File: src/rtl/ifetch_pkg.sv
// Shared types for the instruction-fetch unit: FSM encoding, instruction width, FIFO entry.
// No logic here.
package ifetch_pkg;

    localparam int          INST_W   = 32;
    localparam logic [31:0] NOP_INST = 32'h0000_0013;

    typedef enum logic [1:0] {
        S_BOOT  = 2'd0,
        S_RUN   = 2'd1,
        S_FAULT = 2'd2
    } state_e;

    typedef struct packed {
        logic [31:0]       pc;
        logic [INST_W-1:0] inst;
    } fetch_t;

endpackage

File: src/rtl/ifetch_fifo.sv
// Prefetch FIFO of {pc, inst}; head is read straight from the entry registers.
// Latency: write at edge N visible at head after edge N; no bypass.
// Backpressure: push ignored when full, pop ignored when empty; flush empties it in one edge.
module ifetch_fifo
    import ifetch_pkg::*;
#(
    parameter int DEPTH = 2,
    parameter int CW    = $clog2(DEPTH) + 1
) (
    input  logic          clk,
    input  logic          rst_n,
    input  logic          flush,
    input  logic          push,
    input  fetch_t        wr_dat,
    input  logic          pop,
    output fetch_t        rd_dat,
    output logic          full,
    output logic          empty,
    output logic [CW-1:0] count
);

    localparam int AW = $clog2(DEPTH);

    fetch_t          mem_q [DEPTH];
    logic [AW-1:0]   wr_ptr_q;
    logic [AW-1:0]   rd_ptr_q;
    logic [CW-1:0]   count_q;
    logic            do_push;
    logic            do_pop;

    assign full    = (count_q == CW'(DEPTH));
    assign empty   = (count_q == '0);
    assign count   = count_q;
    assign rd_dat  = mem_q[rd_ptr_q];
    assign do_push = push && !full;
    assign do_pop  = pop && !empty;

    always_ff @(posedge clk or negedge rst_n) begin
        if (!rst_n) begin
            for (int i = 0; i < DEPTH; i++) begin
                mem_q[i] <= '0;
            end
            wr_ptr_q <= '0;
            rd_ptr_q <= '0;
            count_q  <= '0;
        end else if (flush) begin
            wr_ptr_q <= '0;
            rd_ptr_q <= '0;
            count_q  <= '0;
        end else begin
            if (do_push) begin
                mem_q[wr_ptr_q] <= wr_dat;
                wr_ptr_q        <= wr_ptr_q + 1'b1;
            end
            if (do_pop) begin
                rd_ptr_q <= rd_ptr_q + 1'b1;
            end
            case ({do_push, do_pop})
                2'b10:   count_q <= count_q + 1'b1;
                2'b01:   count_q <= count_q - 1'b1;
                default: count_q <= count_q;
            endcase
        end
    end

endmodule

File: src/rtl/ifetch_unit.sv
// Instruction fetch: word-address requests to instruction memory, prefetch FIFO to decode. Optional: IFU_MISALIGN_CHK_EN.
// Latency: memory accept at edge N -> inst_valid from cycle N+1; redirect -> new-target request next cycle.
// Backpressure: mem_en drops when the FIFO is full; mem_ready low holds the request stable.
module ifetch_unit
    import ifetch_pkg::*;
#(
    parameter logic [31:0] RESET_PC   = 32'h0000_0000,
    parameter int          FIFO_DEPTH = 2
) (
    input  logic              clk,
    input  logic              rst_n,
    output logic [31:0]       mem_addr,
    output logic              mem_en,
    input  logic              mem_ready,
    input  logic [INST_W-1:0] mem_rdata,
    input  logic              redir_valid,
    input  logic [31:0]       redir_pc,
    output logic              inst_valid,
    input  logic              inst_ready,
    output logic [INST_W-1:0] inst_data,
    output logic [31:0]       inst_pc,
    output logic              ifu_fault
);

    localparam int            CW      = $clog2(FIFO_DEPTH) + 1;
    localparam logic [CW-1:0] DEPTH_C = CW'(FIFO_DEPTH);

    state_e        state_q, state_d;
    logic [31:0]   pc_q, pc_d;
    logic [31:0]   redir_tgt;
    logic          fetch_done;
    logic          fifo_push;
    logic          fifo_pop;
    logic          fifo_full;
    logic          fifo_empty;
    logic [CW-1:0] fifo_count;
    fetch_t        fifo_head;

    // Low address bits are masked rather than sliced so a misaligned target lands on its word.
    assign redir_tgt  = redir_pc & ~32'h3;

    // Request depends only on registered state, never on mem_ready or inst_ready.
    assign mem_en     = (state_q == S_RUN) && (fifo_count < DEPTH_C);
    assign mem_addr   = pc_q;
    assign fetch_done = mem_en && mem_ready;
    assign fifo_push  = fetch_done && !redir_valid && !fifo_full;
    assign fifo_pop   = inst_valid && inst_ready && !redir_valid;
    assign inst_valid = !fifo_empty;
    assign inst_data  = fifo_head.inst;
    assign inst_pc    = fifo_head.pc;

`ifdef IFU_MISALIGN_CHK_EN
    logic fault_q, fault_d;
    assign ifu_fault = fault_q;
`else
    assign ifu_fault = 1'b0;
`endif

    always_comb begin
        state_d = state_q;
        pc_d    = pc_q;
`ifdef IFU_MISALIGN_CHK_EN
        fault_d = fault_q;
`endif
        if (redir_valid) begin
            pc_d    = redir_tgt;
            state_d = S_RUN;
`ifdef IFU_MISALIGN_CHK_EN
            fault_d = 1'b0;
            if (redir_pc[1:0] != 2'b00) begin
                state_d = S_FAULT;
                fault_d = 1'b1;
            end
`endif
        end else begin
            case (state_q)
                S_BOOT:  state_d = S_RUN;
                S_RUN:   if (fetch_done) pc_d = pc_q + 32'd4;
                default: state_d = state_q;
            endcase
        end
    end

    always_ff @(posedge clk or negedge rst_n) begin
        if (!rst_n) begin
            state_q <= S_BOOT;
            pc_q    <= RESET_PC;
`ifdef IFU_MISALIGN_CHK_EN
            fault_q <= 1'b0;
`endif
        end else begin
            state_q <= state_d;
            pc_q    <= pc_d;
`ifdef IFU_MISALIGN_CHK_EN
            fault_q <= fault_d;
`endif
        end
    end

    ifetch_fifo #(
        .DEPTH (FIFO_DEPTH)
    ) u_fifo (
        .clk    (clk),
        .rst_n  (rst_n),
        .flush  (redir_valid),
        .push   (fifo_push),
        .wr_dat ('{pc: pc_q, inst: mem_rdata}),
        .pop    (fifo_pop),
        .rd_dat (fifo_head),
        .full   (fifo_full),
        .empty  (fifo_empty),
        .count  (fifo_count)
    );

endmodule
File: config.mk
export PLATFORM = sky130hd
export DESIGN_NAME = ifetch_unit
export DESIGN_NICKNAME = d
export VERILOG_FILES = /design/src/rtl/ifetch_pkg.sv /design/src/rtl/ifetch_fifo.sv /design/src/rtl/ifetch_unit.sv
export SDC_FILE = /design/constraint.sdc
export NUM_CORES = 1
export LEC_CHECK = 0
export ABC_AREA = 0
export CAP_MARGIN = 15
export CORE_MARGIN = 3
export CORE_UTILIZATION = 51
export CTS_CLUSTER_SIZE = 12
export DETAILED_ROUTE_END_ITERATION = 12
export PLACE_DENSITY_LB_ADDON = 0.05
export SKIP_LAST_GASP = 1
export SYNTH_ARGS = -nofsm -noshare
export SYNTH_HDL_FRONTEND = slang
export SYNTH_SLANG_ARGS = --single-unit
File: constraint.sdc
create_clock -name clk -period 2 [get_ports clk]
set_input_delay 0.4 -clock clk [delete_from_list [all_inputs] [get_ports clk]]
set_output_delay 0.4 -clock clk [all_outputs]
set_load 0.05 [all_outputs]
==> results of run 1 <==
[routing by layer]
layer	wire (um)	vias to the layer above
met5	0	-
met3	805	23
li1	-	2455
met1	7860	2712
met4	344	0
met2	9460	127
[through the flow]
step                      TNS (ns)  setup WS (ns)
after global routing         -3.05        -0.0731
final                       -0.769        -0.0382
after global placement      -13.14         -0.295
after detailed placement    -18.59         -0.334
after CTS                    -5.16         -0.128
after floorplan                  0         0.0159
[cells by family (layout without fill, tap and decap cells)]
family | count (synthesis) | count (layout) | synth area share
adder cells (fa/ha/maj) | 1 | 1 | 0.00170
AND/OR/NAND/NOR | 108 | 108 | 0.0824
XOR/XNOR | 13 | 13 | 0.0155
flip-flops | 159 | 159 | 0.541
buffers and inverters | 44 | 245 | 0.0293
multiplexers | 185 | 185 | 0.283
AO/OA/AOI/OAI | 55 | 55 | 0.0459
other | 2 | 6 | 0.00102
[layout by cell type (no fill, tap or decap), types with 7 or more instances in the layout]
cell type,n
a31oi_1,20
buf_12,12
buf_4,67
buf_6,52
buf_8,11
clkbuf_16,20
clkdlybuf4s50_1,65
dfrtp_1,148
dfrtp_2,11
mux2_2,173
mux2_4,11
nand2_1,21
nand3_1,13
nand4_1,9
nor2_1,24
o21ai_0,19
o31ai_1,15
or4_1,15
xor2_1,7
[worst reg2reg max path, delay by kind of cell, from the launching register on]
family          cells  cell delay (ns)
simple gates        3             1.07
compound gates      1             0.18
flops               1             0.41
buf+inv             1             0.12
[state kept, by name, summed over array words and instances (netlist names)]
signal           count
mem_addr            30
state_q              1
u_fifo.count         2
u_fifo.mem_q       124
u_fifo.rd_ptr_q      1
u_fifo.wr_ptr_q      1
[layout make-up]
class                      instances  area, sq um
fill                             984         3720
tap                              180          225
timing repair buffer             211         2230
sequential                       159         3990
multi-input combinational        368         3240
inverter                           4         15.0
clock buffer                      22          454
clock inverter                     8          115
[timing repair]
item	4_1_cts	5_1_grt
gates resized for setup	0	89
hold buffers	1	0
cloned	0	4
setup buffers	2	3
hold endpoints to repair	35	0
endpoints found under the setup margin	54	74
[cell usage after synthesis (all sizes together) (2+ instances only)]
cell type / instances / area share
o31ai: 15 / 0.015
dfrtp: 159 / 0.54
nor3: 3 / 0.0027
nand4: 11 / 0.012
xor2: 7 / 0.0083
or4: 15 / 0.015
or3: 5 / 0.0043
and4: 6 / 0.0071
mux2: 184 / 0.28
conb: 2 / 0.0010
nand2: 21 / 0.011
nand3: 14 / 0.0095
xnor2: 6 / 0.0071
inv: 3 / 0.0015
and2: 2 / 0.0017
a31oi: 20 / 0.017
buf: 28 / 0.021
nor2: 24 / 0.012
and3: 2 / 0.0017
clkbuf: 12 / 0.0063
o21ai: 19 / 0.013
[final timing paths]
kind | startpoint | endpoint | slack [ns]
max in group asynchronous | rst_n | u_fifo.mem_q[0]$_DFFE_PN0P_ | 0.89
setup reg to reg | u_fifo.count[1]$_DFFE_PN0P_ | mem_addr[15]$_DFFE_PN0P_ | 0.12
hold reg to reg | u_fifo.mem_q[46]$_DFFE_PN0P_ | u_fifo.mem_q[46]$_DFFE_PN0P_ | 0.48
setup / recovery | u_fifo.rd_ptr_q$_DFFE_PN0P_ | inst_data[7] | -0.04
min in group clk | u_fifo.mem_q[46]$_DFFE_PN0P_ | u_fifo.mem_q[46]$_DFFE_PN0P_ | 0.48
hold / removal | rst_n | u_fifo.mem_q[115]$_DFFE_PN0P_ | 0.48
[report_power, final]
part,switching (mW),internal (mW)
clock,1.20,1.97
combinational,3.32,2.66
sequential,0.504,4.12
total,5.03,8.75
==> summary.md, run 1 <==
| Metric | Value |
|---|---|
| Max Fclk | `491 MHz` |
| Total power | `13.8 mW` |
| Maxcap violations | `0` |
| Post-DRT Antenna Nets | `0` |
| Fin area | `10,300 sq um` |
| Synth unique cells | `37` |
| P&R area growth vs syn | `39.7%` |
| Final wirelength | `18.5 mm` |
| Slowest CP cell | `dfrtp_2` |
| PwrDens | `1340 nW/um^2` |
| DRC | `0` |
| Gp weighted congestion | `0.809` |
| Startpoint types | `register` |
| Core area | `14,000 sq um` |
| Final cell count without fillers | `952` |
| Period minus WS final | `2.04 ns` |
| Synth async-reset ratio | `1.00` |
| Crit-path max cell delay | `0.42 ns` |
| Met2 usage | `0.374` |
| M3 GR Usage | `0.0513` |
| CP arrival | `1.64 ns` |
| Final hold slack | `0.481 ns` |
| Nets | `831` |
| #FFs+latches synth | `159` |
| Syn Area/Cell | `13.0 sq um` |
| Post-synth EDFFs | `0` |
| Root Buffer | `clkbuf_16` |
| Status | `finished, violations left` |
| GR Layer Usage met1 | `0.297` |
| VDD IR-drop max | `862 uV` |
| Pre-antenna DRT Iters | `4` |
| Largest net degree at the start of global routing | `49` |
| Buf/Inv on CP | `3` |
| Worst EP required | `1.60 ns` |
| Die width | `126 um` |
| Tcrit/Tclk final | `1.02` |
| R2R depth | `5` |
| CTS tree | `built` |
| Cell Chain, Critical Path | `buf_12 > clkbuf_16 > mux2_4 > buf_8` |
| First-pass GRT wire length | `28.4 mm` |
| Clk buf depth | `2` |
| Final core occ | `0.734` |
| Vias in the first global route | `5,578` |
| DR vias | `5,317` |
| Seq/Total Area, Yosys | `0.541` |
| Crit path max fanout | `7` |
| Setup Crit Path Kind | `reg -> out` |
| Vias per inst | `5.59` |
| ANT cells | `0` |
| Final Worst Setup Slack | `-0.0382 ns` |
| Dominant synthesized flop cell | `dfrtp_1` |
| Clock Latency Late Sink | `0.42 ns` |
| Clock Skews | `0.00646 ns` |
| Ys Warns | `0` |
| Total track usage | `0.226` |
| CTS H-tree lvls | `4` |
| Row count | `43` |
| Placed inst area | `9230 sq um` |
| Critical path endpoint category | `primary output` |
| Input/output buffers | `160` |
| # setup viols final | `51` |
| Worst path depth | `4` |
| Leak | `4.43 nW` |
| CP top delay family | `buffers and inverters` |
| DP Cell Count | `912` |
| Number of antenna violations at the first check in global routing | `0` |
| Die Height | `126 um` |
| Clk sinks | `159` |
| Share of layout cells above drive strength 1 | `0.484` |
| DR WL/cell | `19.4 um` |
| Mapped Area | `7350 sq um` |
| Die area | `15,900 sq um` |
| HPWL Detailed | `12.5 mm` |
| Num CTS Buffers | `17` |
| Failing checks | `setup timing` |
| Cells after Synth | `567` |
| Hold Fails Final Rpt | `0` |
| Unrepaired setup endpoints after global routing | `yes` |
| Slew Viols, Final | `0` |
| Initial DRC count | `221` |
| Initial Util | `0.526` |
| Hold crit path type | `in -> async` |
| GRT overflow | `0` |
| Grt peak-use layer | `met2` |
| # IOs | `168` |
| Clk slew on worst S/H paths | `0.06 ns` |
Power figures use the tool's default switching activity.
==> inputs of run 2 (changes only) <==
Settings changed: SYNTH_HIERARCHICAL set to 1.
==> run 2 against run 1 <==
Net effect:
- the run still ends with setup timing left
- critical path depth increased by 1
- cell area rose by 13%
- first-iteration DRC count increased by 69%
- hold slack better by 0.023 ns
- sequential cell count is 4 higher
- combinational power decreased by 28%
- final cell count is 6.1% higher
- die area rose by 6.1%
- via count is 8.0% higher
- total power down 16%
- register-to-register slack worse by 0.23 ns
- area after synthesis increased by 6.4%
- largest cell class unchanged
- largest power group unchanged
==> summary.md, run 2 <==
| Metric | Value |
|---|---|
| Commonest non-fill, non-tap cells in the layout | `dfrtp_1 (147), mux2_4 (121), buf_4 (85), mux2_2 (71), clkdlybuf4s50_1 (64)` |
| P&R area growth vs syn | `48.1%` |
| Dpl ws | `-0.653 ns` |
| Final cell count without fillers | `1,010` |
| Final Worst Setup Slack | `-0.171 ns` |
| First-pass GRT wire length | `30.7 mm` |
| Hold Path Stages | `1` |
| Unrepaired setup endpoints after global routing | `yes` |
| Synth top cells by count | `dfrtp_1 (163), mux2_2 (127), mux2_4 (60)` |
| #FFs+latches synth | `163` |
| Dominant synthesized flop cell | `dfrtp_1` |
| Initial Util | `0.530` |
| Proportion of synthesized area in mux cells | `0.307` |
| Startpoint types | `register` |
| Final wirelength | `22.3 mm` |
| ANT cells | `0` |
| Total track usage | `0.233` |
| Worst EP required | `1.60 ns` |
| Die area | `16,900 sq um` |
| Xor/xnor cell area share of the yosys netlist | `0.0112` |
| Max Fclk | `461 MHz` |
| CP arrival | `1.77 ns` |
| Syn Area/Cell | `13.5 sq um` |
| R2r setup slk | `-0.11 ns` |
| Critical path endpoint category | `primary output` |
| DP Cell Count | `937` |
| Initial DRC count | `374` |
| Synth Area in Compound Gates | `0.0430` |
| Clock Skews | `0.0111 ns` |
| Synth Area in Adders | `0.00160` |
| GRT overflow | `0` |
| RR Startpoint | `u_fifo/count[1]$_DFFE_PN0P_` |
| Hold Startpoint | `u_fifo/mem_q[101]$_DFFE_PN0P_` |
| VDD IR-drop max | `641 uV` |
| Hold crit path type | `reg -> reg` |
| Tcrit/Tclk final | `1.09` |
| Cells after Synth | `579` |
| Input/output buffers | `162` |
| Clock Latency Late Sink | `0.43 ns` |
| Clk sinks | `163` |
| Slew at the pin closest to its max-slew limit | `0.561 ns` |
| Status | `finished, violations left` |
| CTS H-tree lvls | `4` |
| Post-synth EDFFs | `0` |
| HPWL Detailed | `12.3 mm` |
| Largest net degree at the start of global routing | `57` |
| # IOs | `168` |
| Root Buffer | `clkbuf_16` |
| Die Height | `130 um` |
| Final hold slack | `0.504 ns` |
| Synth top area cells | `dfrtp_1 (52%), mux2_2 (18%), mux2_4 (12%)` |
| Num CTS Buffers | `17` |
| R2r endpoint | `u_fifo/mem_q[62]$_DFFE_PN0P_` |
| Pre-antenna DRT Iters | `4` |
| Synth Area in Simple Gates | `0.0838` |
| Core area | `14,800 sq um` |
| Final core occ | `0.785` |
| Setup Crit Path Kind | `reg -> out` |
| Number of antenna violations at the first check in global routing | `0` |
| Most common cell after layout, fill and taps aside | `dfrtp_1` |
| Clk buf depth | `2` |
| Synth unique cells | `47` |
| Maxcap violations | `0` |
| Yosys top cell area share | `0.522` |
| Top-count cell post-synth | `dfrtp_1` |
| Vias per inst | `5.69` |
| Period minus WS final | `2.17 ns` |
| Clk slew on worst S/H paths | `0.06 ns` |
| Hold Fails Final Rpt | `0` |
| Slew Viols, Final | `0` |
| DRC | `0` |
| CTS tree | `built` |
| PwrDens | `995 nW/um^2` |
| Share of layout cells above drive strength 1 | `0.533` |
| Cell taking the most area after synthesis | `dfrtp_1` |
| Row count | `44` |
| Largest reg by FF count | `u_fifo/mem_q` |
| Fillers | `886` |
| DR WL/cell | `22.1 um` |
| Post-DRT Antenna Nets | `0` |
| Crit path max fanout | `9` |
| Vias in the first global route | `5,854` |
| Relative slew slack | `0.626` |
| Mapped Area | `7820 sq um` |
| Hold endpoint | `u_fifo/mem_q[101]$_DFFE_PN0P_` |
| Leak | `5.34 nW` |
| R2R depth | `6` |
| Largest family of logic cells by synthesized area | `multiplexers` |
| # setup viols final | `149` |
| Die width | `130 um` |
| Failing checks | `setup timing` |
| Max reg flops | `128` |
| DR vias | `5,742` |
| Seq/Total Area, Yosys | `0.522` |
| Nets | `883` |
| Synth async-reset ratio | `1.00` |
| Ys Warns | `6` |
| Gp weighted congestion | `0.812` |
[run 2: cell type report]
type                            instances  area (sq um)  share of cell area
Inverter                                6          22.5             0.00194
Clock buffer                           24           482              0.0416
Sequential cell                       163          4100               0.354
Tap cell                              184           230              0.0199
Multi-Input combinational cell        382          3930               0.339
Timing Repair Buffer                  243          2770               0.239
Clock inverter                          8          53.8             0.00464
[run 2: power by group]
group          total, mW  internal, mW  switching (mW)
sequential          4.24          3.87           0.377
clock               3.01          1.68            1.32
combinational       4.28          1.98            2.30
[run 2: worst max path at each step]
stage	start	endpoint	slack (ns)
finish	u_fifo/rd_ptr_q$_DFFE_PN0P_	inst_data[11]	-0.17
global route	u_fifo/rd_ptr_q$_DFFE_PN0P_	inst_data[11]	-0.21
CTS	u_fifo/count[1]$_DFFE_PN0P_	u_fifo/mem_q[13]$_DFFE_PN0P_	-0.12
detailed placement	mem_ready	mem_addr[27]$_DFFE_PN0P_	-0.65
global placement	mem_ready	u_fifo/mem_q[5]$_DFFE_PN0P_	-0.60
floorplan	redir_valid	u_fifo/mem_q[47]$_DFFE_PN0P_	-0.33
[run 2: kinds of logic after synthesis]
family,Yosys count
flops,163
mux,193
compound gates,52
other cells,2
xor+xnor,10
fa+ha+maj,1
buf+inv,45
simple gates,113
[run 2: through the flow]
stage	power, mW	setup TNS (ns)	cell area, sq um
floorplan	6.75	-38.43	8020
global placement	7.82	-80.18	9800
detailed placement	7.91	-83.73	9800
CTS	11.1	-11.26	10700
global route	11.9	-23.07	11600
finish	11.5	-9.38	11600
[run 2: layer usage]
layer | wire (um) | track usage | up-vias | share of wire
met5 | 0 | 0 | - | 0
met4 | 317 | 0.0599 | 0 | 0.014
met3 | 1070 | 0.0626 | 21 | 0.048
met2 | 11300 | 0.386 | 154 | 0.51
met1 | 9630 | 0.308 | 2970 | 0.43
li1 | - | - | 2597 | -
[run 2: worst max-delay path, cell delays in order (launching register included)]
cell and delay [ns]:
dfrtp_2 0.38, buf_12 0.17, buf_6 0.15, buf_16 0.13, mux2_2 0.36, buf_6 0.16
[run 2: what timing repair did]
action                                  in CTS  in global routing
pin swaps                                    9                 19
resized for setup                           58                118
setup buffers                               10                  7
hold buffers                                 1                  0
gates cloned                                 6                 19
endpoints found under the setup margin     207                184
endpoints found under the hold margin       52                  0
==> inputs of run 3 (changes only) <==
Settings changed: CORE_MARGIN 3 to unset.
==> run 3 against run 2 <==
Net effect:
- the flow still finishes with violations (setup timing)
- critical endpoint is now inst_pc[29]
- clock power increased by 12%
- clock-buffer cell count down 5
- final cell count fell by 0.30%
==> summary.md, run 3 (same netlist as run 2, synthesis figures left out) <==
| Metric | Value |
|---|---|
| Status | `finished, violations left` |
| Failing checks | `setup timing` |
| Max Fclk | `463 MHz` |
| Nets | `881` |
| Worst EP required | `1.60 ns` |
| Post-DRT Antenna Nets | `0` |
| Unrepaired setup endpoints after global routing | `yes` |
| Max reg flops | `128` |
| Setup crit start | `u_fifo/rd_ptr_q$_DFFE_PN0P_` |
| Vias per inst | `5.60` |
| Setup Crit Path Kind | `reg -> out` |
| Num CTS Buffers | `17` |
| Fillers | `915` |
| CP arrival | `1.76 ns` |
| Critical path endpoint category | `primary output` |
| Dpl ws | `-0.683 ns` |
| R2R depth | `7` |
| GRT overflow | `0` |
| Vias in the first global route | `5,907` |
| DR WL/cell | `21.4 um` |
| Final wirelength | `21.5 mm` |
| Input/output buffers | `162` |
| Gp weighted congestion | `0.851` |
| Initial DRC count | `256` |
| Root Buffer | `clkbuf_16` |
| Maxcap violations | `0` |
| Slew Viols, Final | `0` |
| Largest net degree at the start of global routing | `45` |
| Fin Setup TNS | `-20.71 ns` |
| R2r setup slk | `-0.16 ns` |
| First-pass GRT wire length | `31.6 mm` |
| PwrDens | `1010 nW/um^2` |
| Seq. cell area | `4100 sq um` |
| Pre-antenna DRT Iters | `4` |
| HPWL Detailed | `11.9 mm` |
| Share of layout cells above drive strength 1 | `0.526` |
| Period minus WS final | `2.16 ns` |
| Final Worst Setup Slack | `-0.160 ns` |
| DP Cell Count | `934` |
| Most common cell after layout, fill and taps aside | `dfrtp_1` |
| Row count | `44` |
| Final core occ | `0.758` |
| Largest reg by FF count | `u_fifo/mem_q` |
| Clock Skews | `0.00855 ns` |
| Die Height | `126 um` |
| Multi-input logic area | `3680 sq um` |
| CTS H-tree lvls | `4` |
| Commonest non-fill, non-tap cells in the layout | `dfrtp_1 (147), buf_4 (136), mux2_2 (118), mux2_4 (74), clkdlybuf4s50_1 (64)` |
| Tcrit/Tclk final | `1.08` |
| R2r endpoint | `u_fifo/mem_q[45]$_DFFE_PN0P_` |
| DRC | `0` |
| Hold Fails Final Rpt | `0` |
| Final cell count without fillers | `1,007` |
| Die area | `15,800 sq um` |
| Die width | `126 um` |
| Clk slew on worst S/H paths | `0.06 ns` |
| Clk buf depth | `2` |
| Clock Latency Late Sink | `0.43 ns` |
| Core area | `14,800 sq um` |
| Crit path max fanout | `18` |
| Initial Util | `0.530` |
| # IOs | `168` |
| P&R area growth vs syn | `43.1%` |
| CTS tree | `built` |
| Clk sinks | `163` |
| Leak | `5.15 nW` |
| RR Startpoint | `u_fifo/count[1]$_DFFE_PN0P_` |
| Startpoint types | `register` |
| Number of antenna violations at the first check in global routing | `0` |
| Hold crit path type | `in -> async` |
| DR vias | `5,644` |
| Total track usage | `0.258` |
| # setup viols final | `201` |
| ANT cells | `0` |
| VDD IR-drop max | `681 uV` |
## run 3: where the power goes
group / internal (mW) / leakage, nW / switching, mW
clock network: 2.02 / 0.292 / 1.35
registers: 3.87 / 2.03 / 0.366
logic: 1.54 / 2.83 / 2.20
total: 7.43 / 5.15 / 3.91
## run 3: layer usage
metal / part of all wire / up-vias / GRT usage
met5: 0 / - / 0
met4: 0.018 / 0 / 0.0936
met3: 0.061 / 30 / 0.0743
met2: 0.48 / 175 / 0.415
met1: 0.44 / 2853 / 0.334
li1: - / 2586 / -
## run 3: how the worst max path moves through the flow
stage	to	slack [ns]	cells after the start
after CTS	u_fifo/mem_q[33]$_DFFE_PN0P_	-0.12	7
after detailed placement	u_fifo/mem_q[7]$_DFFE_PN0P_	-0.68	7
after global placement	u_fifo/mem_q[51]$_DFFE_PN0P_	-0.62	7
final	inst_pc[29]	-0.16	3
after global routing	u_fifo/mem_q[102]$_DFFE_PN0P_	-0.20	9
after floorplan	u_fifo/mem_q[47]$_DFFE_PN0P_	-0.33	9
## run 3: timing repair
action                                  CTS  global route
buffers inserted                         13             6
endpoints found under the hold margin    37             0
gates resized for setup                  20            20
pin swaps                                 5             8
gates cloned                             10            12
hold buffers                              1             0
endpoints found under the setup margin  209           207
## run 3: through the flow
stage / power, mW / hold WS (ns) / cell area (sq um)
after floorplan: 6.75 / 0.104 / 8020
after global placement: 7.80 / 0.346 / 9800
after detailed placement: 7.90 / 0.352 / 9800
after CTS: 11.3 / 0.466 / 10800
after global routing: 11.8 / 0.478 / 11200
final: 11.3 / 0.460 / 11200
## run 3: area by class of cell
| cell class | count | area share |
|---|---|---|
| clock buffer | 19 | 0.0405 |
| timing repair buffer | 243 | 0.228 |
| sequential | 163 | 0.367 |
| multi-input combinational | 380 | 0.329 |
| inverter | 6 | 0.00201 |
| clock inverter | 12 | 0.0138 |
| tap | 184 | 0.0206 |
## run 3: worst max-delay path: stages (launching register included)
cell       delay, ns
dfrtp_4         0.53
clkbuf_16       0.24
mux2_2          0.36
buf_4           0.20
